File: src/rtl/gpioemu_pkg.sv
// Shared definitions for the gpioemu multiply initiator: register map,
// status encoding, job FSM states, bus phases and the per-state bus operation.
package gpioemu_pkg;

  localparam logic [15:0] ADDR_A1   = 16'h037F;
  localparam logic [15:0] ADDR_A2   = 16'h0388;
  localparam logic [15:0] ADDR_CTRL = 16'h03A0;
  localparam logic [15:0] ADDR_RES  = 16'h0390;
  localparam logic [15:0] ADDR_CNT  = 16'h0398;

  localparam logic [1:0]  STATUS_DONE = 2'b11;

  typedef enum logic [3:0] {
    ST_IDLE,
    ST_WR_A1,
    ST_WR_A2,
    ST_WR_GO,
    ST_POLL,
    ST_GAP,
    ST_RD_RES,
    ST_RD_CNT,
    ST_RESP
  } job_state_e;

  typedef enum logic [1:0] {
    PH_IDLE,
    PH_SETUP,
    PH_STROBE,
    PH_HOLD
  } bus_phase_e;

  typedef struct packed {
    logic        is_rd;
    logic [15:0] addr;
    logic [31:0] wdata;
  } bus_op_t;

  // True for job states that own exactly one bus operation.
  function automatic logic is_bus_state(job_state_e s);
    return (s == ST_WR_A1) || (s == ST_WR_A2) || (s == ST_WR_GO) ||
           (s == ST_POLL)  || (s == ST_RD_RES) || (s == ST_RD_CNT);
  endfunction

  // Bus operation issued on behalf of a job state.
  function automatic bus_op_t op_for_state(job_state_e s, logic [23:0] a1, logic [23:0] a2);
    bus_op_t op;
    op = '{is_rd: 1'b0, addr: ADDR_A1, wdata: {8'h00, a1}};
    case (s)
      ST_WR_A2:  op = '{is_rd: 1'b0, addr: ADDR_A2,   wdata: {8'h00, a2}};
      ST_WR_GO:  op = '{is_rd: 1'b0, addr: ADDR_CTRL, wdata: 32'h0000_0001};
      ST_POLL:   op = '{is_rd: 1'b1, addr: ADDR_CTRL, wdata: 32'h0};
      ST_RD_RES: op = '{is_rd: 1'b1, addr: ADDR_RES,  wdata: 32'h0};
      ST_RD_CNT: op = '{is_rd: 1'b1, addr: ADDR_CNT,  wdata: 32'h0};
      default:   ;
    endcase
    return op;
  endfunction

endpackage

File: src/rtl/gpioemu_bus_cycle.sv
// One gpioemu bus operation: SETUP (1 cycle) -> STROBE (STROBE_CYC cycles)
// -> HOLD (1 cycle). Address and write data are latched on start and stay
// constant for the whole operation; read data is captured on the last strobe
// cycle. A start seen during HOLD chains the next operation with no idle cycle.
module gpioemu_bus_cycle
  import gpioemu_pkg::*;
#(
  parameter int STROBE_CYC = 2
) (
  input  logic        clk,
  input  logic        n_reset,
  input  logic        start,
  input  logic        is_rd,
  input  logic [15:0] addr,
  input  logic [31:0] wdata,
  output logic        done,
  output logic [31:0] rdata,
  output logic [15:0] m_address,
  output logic        m_wr,
  output logic        m_rd,
  output logic [31:0] m_wdata,
  input  logic [31:0] m_rdata
);

  localparam int CW = (STROBE_CYC > 1) ? $clog2(STROBE_CYC) : 1;
  localparam logic [CW-1:0] STROBE_LAST = CW'(STROBE_CYC - 1);

  bus_phase_e  phase;
  logic [CW-1:0] strobe_cnt;
  logic        is_rd_q;

  // Phase sequencer plus address/data/read-capture registers.
  // NOTE: sequential state uses non-blocking assignments so every register
  // samples the pre-edge values, independent of statement order.
  always_ff @(posedge clk or negedge n_reset) begin
    if (!n_reset) begin
      phase      <= PH_IDLE;
      strobe_cnt <= '0;
      is_rd_q    <= 1'b0;
      m_address  <= '0;
      m_wdata    <= '0;
      rdata      <= '0;
    end else begin
      case (phase)
        PH_IDLE, PH_HOLD: begin
          if (start) begin
            phase     <= PH_SETUP;
            is_rd_q   <= is_rd;
            m_address <= addr;
            m_wdata   <= wdata;
          end else begin
            phase <= PH_IDLE;
          end
        end
        PH_SETUP: begin
          phase      <= PH_STROBE;
          strobe_cnt <= '0;
        end
        PH_STROBE: begin
          if (strobe_cnt == STROBE_LAST) begin
            phase <= PH_HOLD;
            if (is_rd_q) rdata <= m_rdata;
          end else begin
            strobe_cnt <= strobe_cnt + 1'b1;
          end
        end
        default: phase <= PH_IDLE;
      endcase
    end
  end

  // Strobes decode straight from the phase register so reset drops them at once.
  assign m_rd = (phase == PH_STROBE) &&  is_rd_q;
  assign m_wr = (phase == PH_STROBE) && !is_rd_q;
  assign done = (phase == PH_HOLD);

endmodule

File: src/rtl/gpioemu_mul_initiator.sv
// gpioemu multiply initiator: accepts a job (A1, A2), writes both operands and
// the start register, polls status until done, reads product and ones-count,
// and returns them on the response port.
// Optional feature: define GPIOEMU_POLL_TIMEOUT_EN to abort a job with
// rsp_err=1 after MAX_POLLS consecutive not-done status reads.
module gpioemu_mul_initiator
  import gpioemu_pkg::*;
#(
  parameter int STROBE_CYC = 2,
  parameter int POLL_GAP   = 4
`ifdef GPIOEMU_POLL_TIMEOUT_EN
  ,
  parameter int MAX_POLLS  = 255
`endif
) (
  input  logic        clk,
  input  logic        n_reset,
  input  logic        req_valid,
  output logic        req_ready,
  input  logic [23:0] req_a1,
  input  logic [23:0] req_a2,
  output logic        rsp_valid,
  input  logic        rsp_ready,
  output logic [31:0] rsp_result,
  output logic [23:0] rsp_ones,
  output logic        rsp_err,
  output logic        busy,
  output logic [15:0] m_address,
  output logic        m_wr,
  output logic        m_rd,
  output logic [31:0] m_wdata,
  input  logic [31:0] m_rdata
);

  localparam int GW = (POLL_GAP > 1) ? $clog2(POLL_GAP) : 1;

  job_state_e    state, state_next;
  logic [23:0]   a1_q, a2_q;
  logic [31:0]   result_q;
  logic [23:0]   ones_q;
  logic          kick_q;
  logic [GW-1:0] gap_cnt;

  logic          bus_start, bus_done;
  logic [31:0]   bus_rdata;
  bus_op_t       bus_op;

  logic          accept, status_done, gap_last, poll_not_done, poll_limit;

  assign accept        = (state == ST_IDLE) && req_valid;
  assign status_done   = (bus_rdata[1:0] == STATUS_DONE);
  assign gap_last      = (gap_cnt == '0);
  assign poll_not_done = (state == ST_POLL) && bus_done && !status_done;

  // Job state register.
  always_ff @(posedge clk or negedge n_reset) begin
    if (!n_reset) state <= ST_IDLE;
    else          state <= state_next;
  end

  // Job sequencing: each bus state advances when its operation completes.
  always_comb begin
    // NOTE: default first so every path assigns state_next and no latch is inferred.
    state_next = state;
    case (state)
      ST_IDLE:   if (req_valid) state_next = ST_WR_A1;
      ST_WR_A1:  if (bus_done)  state_next = ST_WR_A2;
      ST_WR_A2:  if (bus_done)  state_next = ST_WR_GO;
      ST_WR_GO:  if (bus_done)  state_next = ST_POLL;
      ST_POLL: begin
        if (bus_done) begin
          if (status_done)     state_next = ST_RD_RES;
          else if (poll_limit) state_next = ST_RESP;
          else                 state_next = ST_GAP;
        end
      end
      ST_GAP:    if (gap_last)  state_next = ST_POLL;
      ST_RD_RES: if (bus_done)  state_next = ST_RD_CNT;
      ST_RD_CNT: if (bus_done)  state_next = ST_RESP;
      ST_RESP:   if (rsp_ready) state_next = ST_IDLE;
      default:                  state_next = ST_IDLE;
    endcase
  end

  // Handshake outputs and bus launch. A new operation is launched in the
  // first cycle after accept, in the HOLD of a chained operation, or in the
  // last gap cycle so the next poll's SETUP follows the gap directly.
  always_comb begin
    req_ready = (state == ST_IDLE);
    busy      = (state != ST_IDLE);
    rsp_valid = (state == ST_RESP);
    bus_start = kick_q ||
                (bus_done && is_bus_state(state_next)) ||
                ((state == ST_GAP) && gap_last);
    bus_op    = op_for_state(state_next, a1_q, a2_q);
  end

  // Operand latch, response registers and first-operation kick.
  always_ff @(posedge clk or negedge n_reset) begin
    if (!n_reset) begin
      a1_q     <= '0;
      a2_q     <= '0;
      result_q <= '0;
      ones_q   <= '0;
      kick_q   <= 1'b0;
    end else begin
      kick_q <= accept;
      if (accept) begin
        a1_q     <= req_a1;
        a2_q     <= req_a2;
        result_q <= '0;
        ones_q   <= '0;
      end
      if ((state == ST_RD_RES) && bus_done) result_q <= bus_rdata;
      if ((state == ST_RD_CNT) && bus_done) ones_q   <= bus_rdata[23:0];
    end
  end

  // Idle cycles between a not-done status read and the next poll.
  always_ff @(posedge clk or negedge n_reset) begin
    if (!n_reset) begin
      gap_cnt <= '0;
    end else if (poll_not_done) begin
      gap_cnt <= GW'(POLL_GAP - 1);
    end else if ((state == ST_GAP) && !gap_last) begin
      gap_cnt <= gap_cnt - 1'b1;
    end
  end

`ifdef GPIOEMU_POLL_TIMEOUT_EN
  logic [7:0] poll_cnt;
  logic       err_q;

  assign poll_limit = (poll_cnt == 8'(MAX_POLLS - 1));

  // Consecutive not-done status reads for the running job.
  always_ff @(posedge clk or negedge n_reset) begin
    if (!n_reset)           poll_cnt <= '0;
    else if (accept)        poll_cnt <= '0;
    else if (poll_not_done) poll_cnt <= poll_cnt + 1'b1;
  end

  // Abort flag, set when the poll budget runs out.
  always_ff @(posedge clk or negedge n_reset) begin
    if (!n_reset)                       err_q <= 1'b0;
    else if (accept)                    err_q <= 1'b0;
    else if (poll_not_done && poll_limit) err_q <= 1'b1;
  end

  assign rsp_err = err_q;
`else
  assign poll_limit = 1'b0;
  assign rsp_err    = 1'b0;
`endif

  assign rsp_result = result_q;
  assign rsp_ones   = ones_q;

  gpioemu_bus_cycle #(
    .STROBE_CYC(STROBE_CYC)
  ) u_bus (
    .clk      (clk),
    .n_reset  (n_reset),
    .start    (bus_start),
    .is_rd    (bus_op.is_rd),
    .addr     (bus_op.addr),
    .wdata    (bus_op.wdata),
    .done     (bus_done),
    .rdata    (bus_rdata),
    .m_address(m_address),
    .m_wr     (m_wr),
    .m_rd     (m_rd),
    .m_wdata  (m_wdata),
    .m_rdata  (m_rdata)
  );

endmodule

File: config.mk
export PLATFORM = sky130hd
export DESIGN_NAME = gpioemu_mul_initiator
export DESIGN_NICKNAME = d
export VERILOG_FILES = /design/src/rtl/gpioemu_pkg.sv /design/src/rtl/gpioemu_bus_cycle.sv /design/src/rtl/gpioemu_mul_initiator.sv
export SDC_FILE = /design/constraint.sdc
export NUM_CORES = 1
export LEC_CHECK = 0
export CAP_MARGIN = 30
export CORE_MARGIN = 2
export CORE_UTILIZATION = 45
export CTS_CLUSTER_SIZE = 24
export DETAILED_ROUTE_END_ITERATION = 7
export GPL_ROUTABILITY_DRIVEN = 0
export HOLD_SLACK_MARGIN = 0.03
export PLACE_DENSITY_LB_ADDON = 0.08
export SLEW_MARGIN = 5
export SYNTH_ARGS = -nofsm -noshare
export SYNTH_HDL_FRONTEND = slang
export SYNTH_HIERARCHICAL = 1
export SYNTH_SLANG_ARGS = --single-unit
export TNS_END_PERCENT = 1
File: constraint.sdc
create_clock -name clk -period 3.3 [get_ports clk]
set_input_delay 0.495 -clock clk [delete_from_list [all_inputs] [get_ports clk]]
set_output_delay 0.495 -clock clk [all_outputs]
set_load 0.05 [all_outputs]
==> results.yml <==
floorplan:
  fp.coreArea_um2: 17180
  die_width_um: 135.9
  rows: 48
  dieArea_um2: 18480
  ios: 194
  start_util_pct: 45.60
  die_y_um: 135.9
logic_synthesis:
  synth_area_leaders: "dfrtp_1 62%, mux2_2 14%, a22o_1 8.8%"
  ys_seq_area_share_pct: 62.30
  syn_inst: 520
  avgSynthCellArea_um2: 15.06
  synth.top_cell.area_share_pct: 62.30
  async_reset_ff_share_pct: 100.0
  synth_flop_cell: "dfrtp_1"
  ys_warn_count: 6
  yosysTopAreaCell: "dfrtp_1"
  yosysMostFrequentCell: "dfrtp_1"
  yosys-top-cells-count: "195 x dfrtp_1, 99 x mux2_2, 79 x a22o_1, 30 x mux2_4"
  synth_edf_count: 0
  ys_types: 41
  ys_seq_elements: 195
  syn_area_um2: 7833
sta:
  finalMaxSlewViolations: 0
  fin_crit_sh_pct: 88.44
  clock.fmax_mhz: 342.6
  fin_crit_ns: 2.918
  setup_tns_ns: 0
  worst_slew_pin_slew_ns: 0.7186
  setup_ws_ns: 0.3815
  finalHoldViolCount: 0
  rsz0062_at_grt: "no"
  finalClockSkew_ns: 0.009823
  relSlewSlack_pct: 52.09
  setup_viol: 0
global_route:
  grt_pass1_wl_um: 28220
  grt_overflow: 0
  grtUsageTotal_pct: 19.85
  antenna_found_initial: 0
  grt_pass1_vias: 5308
  grt_max_degree: 85
power:
  total_power_w: 0.01148
  power.density_nw_per_um2: 1080
  p_leak_nw: 4.797
  vdd_ir_drop_max_uv: 456.2
worst_setup_path:
  cp.required_ns: 3.60
  critPathCaptureType: "flip-flop"
  cp-start-kind: "flip-flop"
  timing.reg2reg.setup_slack_ns: 0.38
  crit_path_start: "u_bus/phase[0]"
  crit_arrival_ns: 3.22
  r2r-start: "u_bus/phase[0]"
  crit_type: "reg2reg"
  crit_fanout: 33
route:
  wl_per_cell_um: 18.13
  drtPass1Iterations: 4
  viasPerCell: 5.214
  route.vias.total: 5021
  postRouteAntennaNets: 0
  wirelength_um: 17460
  drtIter0Drc: 278
  drc: 0
clocking:
  cts.sinks: 195
  cts_htree_levels: 4
  cts_buffer_depth: 2
  hold_buffers: 0
  cts_resized: 0
  cts.root.buffer_cell: "clkbuf_16"
  clk_pin_slew_ns: 0.07
  cts_made_buffers: 17
  cts_tree: "yes"
  worstSkewPairLatency_ns: 0.42
  post-cts-setup-buffers: 0
final_layout:
  diodes: 0
  drive_gt1_share_pct: 24.93
  nFillCells: 1316
  nets: 813
  utilization_pct: 61.86
  area_growth_pct: 35.66
placement:
  dpl.hpwl_um: 11830
  port_buffers: 192
  dp_slack_ns: 0.3746
min_path:
  hold_class: "in2async"
run:
  max-cap-violations: 0
status:
  status: "finished, final reports clean"
## power breakdown
group	switching [W]	internal, W
registers	0.000621	0.00339
clock network	0.000881	0.00109
logic	0.00305	0.00245
## layout by cell type (no fill, tap or decap), drive strengths merged, types with 2 or more instances in the layout
master,n
or2,2
clkinvlp,2
ha,4
a21oi,6
and2,2
xnor2,2
clkdlybuf4s50,191
buf,13
conb,17
inv,13
nand2,13
o21ai,2
clkbuf,23
a21o,3
nor2,5
nor4b,2
nor3b,3
dfrtp,195
nand3,2
mux2,129
and3,2
a22o,79
nand2b,3
nor2b,4
nor3,5
clkinv,4
## critical path, cell delays in order, from the launching register on
cell,delay (ns)
dfrtp_1,0.40
ha_1,0.30
nand2_1,0.13
nor3_1,0.05
or3b_1,0.51
or2_2,0.37
a221oi_1,0.34
nand2_2,0.08
buf_4,0.28
mux2_2,0.32
## layer usage
| layer | wire (µm) | track usage (%) | part of all wire [%] | up-vias |
|---|---|---|---|---|
| met5 | 0 | 0 | 0 | - |
| met4 | 271 | 6.250 | 1.6 | 0 |
| met3 | 1210 | 5.145 | 6.9 | 19 |
| met2 | 8545 | 32.66 | 49 | 152 |
| met1 | 7429 | 25.86 | 43 | 2558 |
| li1 | - | - | - | 2292 |
## state kept, by name (all words and copies together), names as in the netlist
name	count
kick_q	1
rsp_result	32
u_bus/is_rd_q	1
u_bus/strobe_cnt	1
u_bus/phase	2
a2_q	24
rsp_ones	24
u_bus/m_wdata	32
gap_cnt	2
a1_q	24
u_bus/m_address	16
u_bus/rdata	32
state	4
## worst paths after layout
kind,end,cells after the start
min reg2reg,rsp_ones[9],1
min in group clk,rsp_ones[9],1
max,u_bus/m_wdata[2],9
min,u_bus/rdata[16],1
max in group asynchronous,a2_q[3],2
max reg2reg,u_bus/m_wdata[2],9
## cell type report
class / instances / area [µm²] / share of cell area, %
inverter: 10 / 37.54 / 0.3533
tap: 225 / 281.5 / 2.650
timing repair buffer: 205 / 2043 / 19.23
clock inverter: 10 / 98.84 / 0.9303
clock buffer: 22 / 464.2 / 4.369
multi-input combinational: 296 / 2820 / 26.54
sequential: 195 / 4880 / 45.93
## through the flow
| step | hold WS (ns) | area, µm² | std cells |
|---|---|---|---|
| CTS | 0.1363 | 10630 | 963 |
| floorplan | 0.1994 | 7889 | 535 |
| finish | 0.1013 | 10630 | 963 |
| global placement | 0.4811 | 10050 | 930 |
| detailed placement | 0.4802 | 10060 | 931 |
| global route | 0.1470 | 10630 | 963 |
## kinds of logic after synthesis
| logic type | share of synthesized area, % |
|---|---|
| compound gates | 10.37 |
| xor+xnor | 0.2237 |
| fa+ha+maj | 0.6390 |
| buf+inv | 2.700 |
| flops | 62.30 |
| mux | 20.11 |
| other cells | 0.09588 |
| simple gates | 3.562 |
Note: power is estimated with default switching activity, not from simulation.
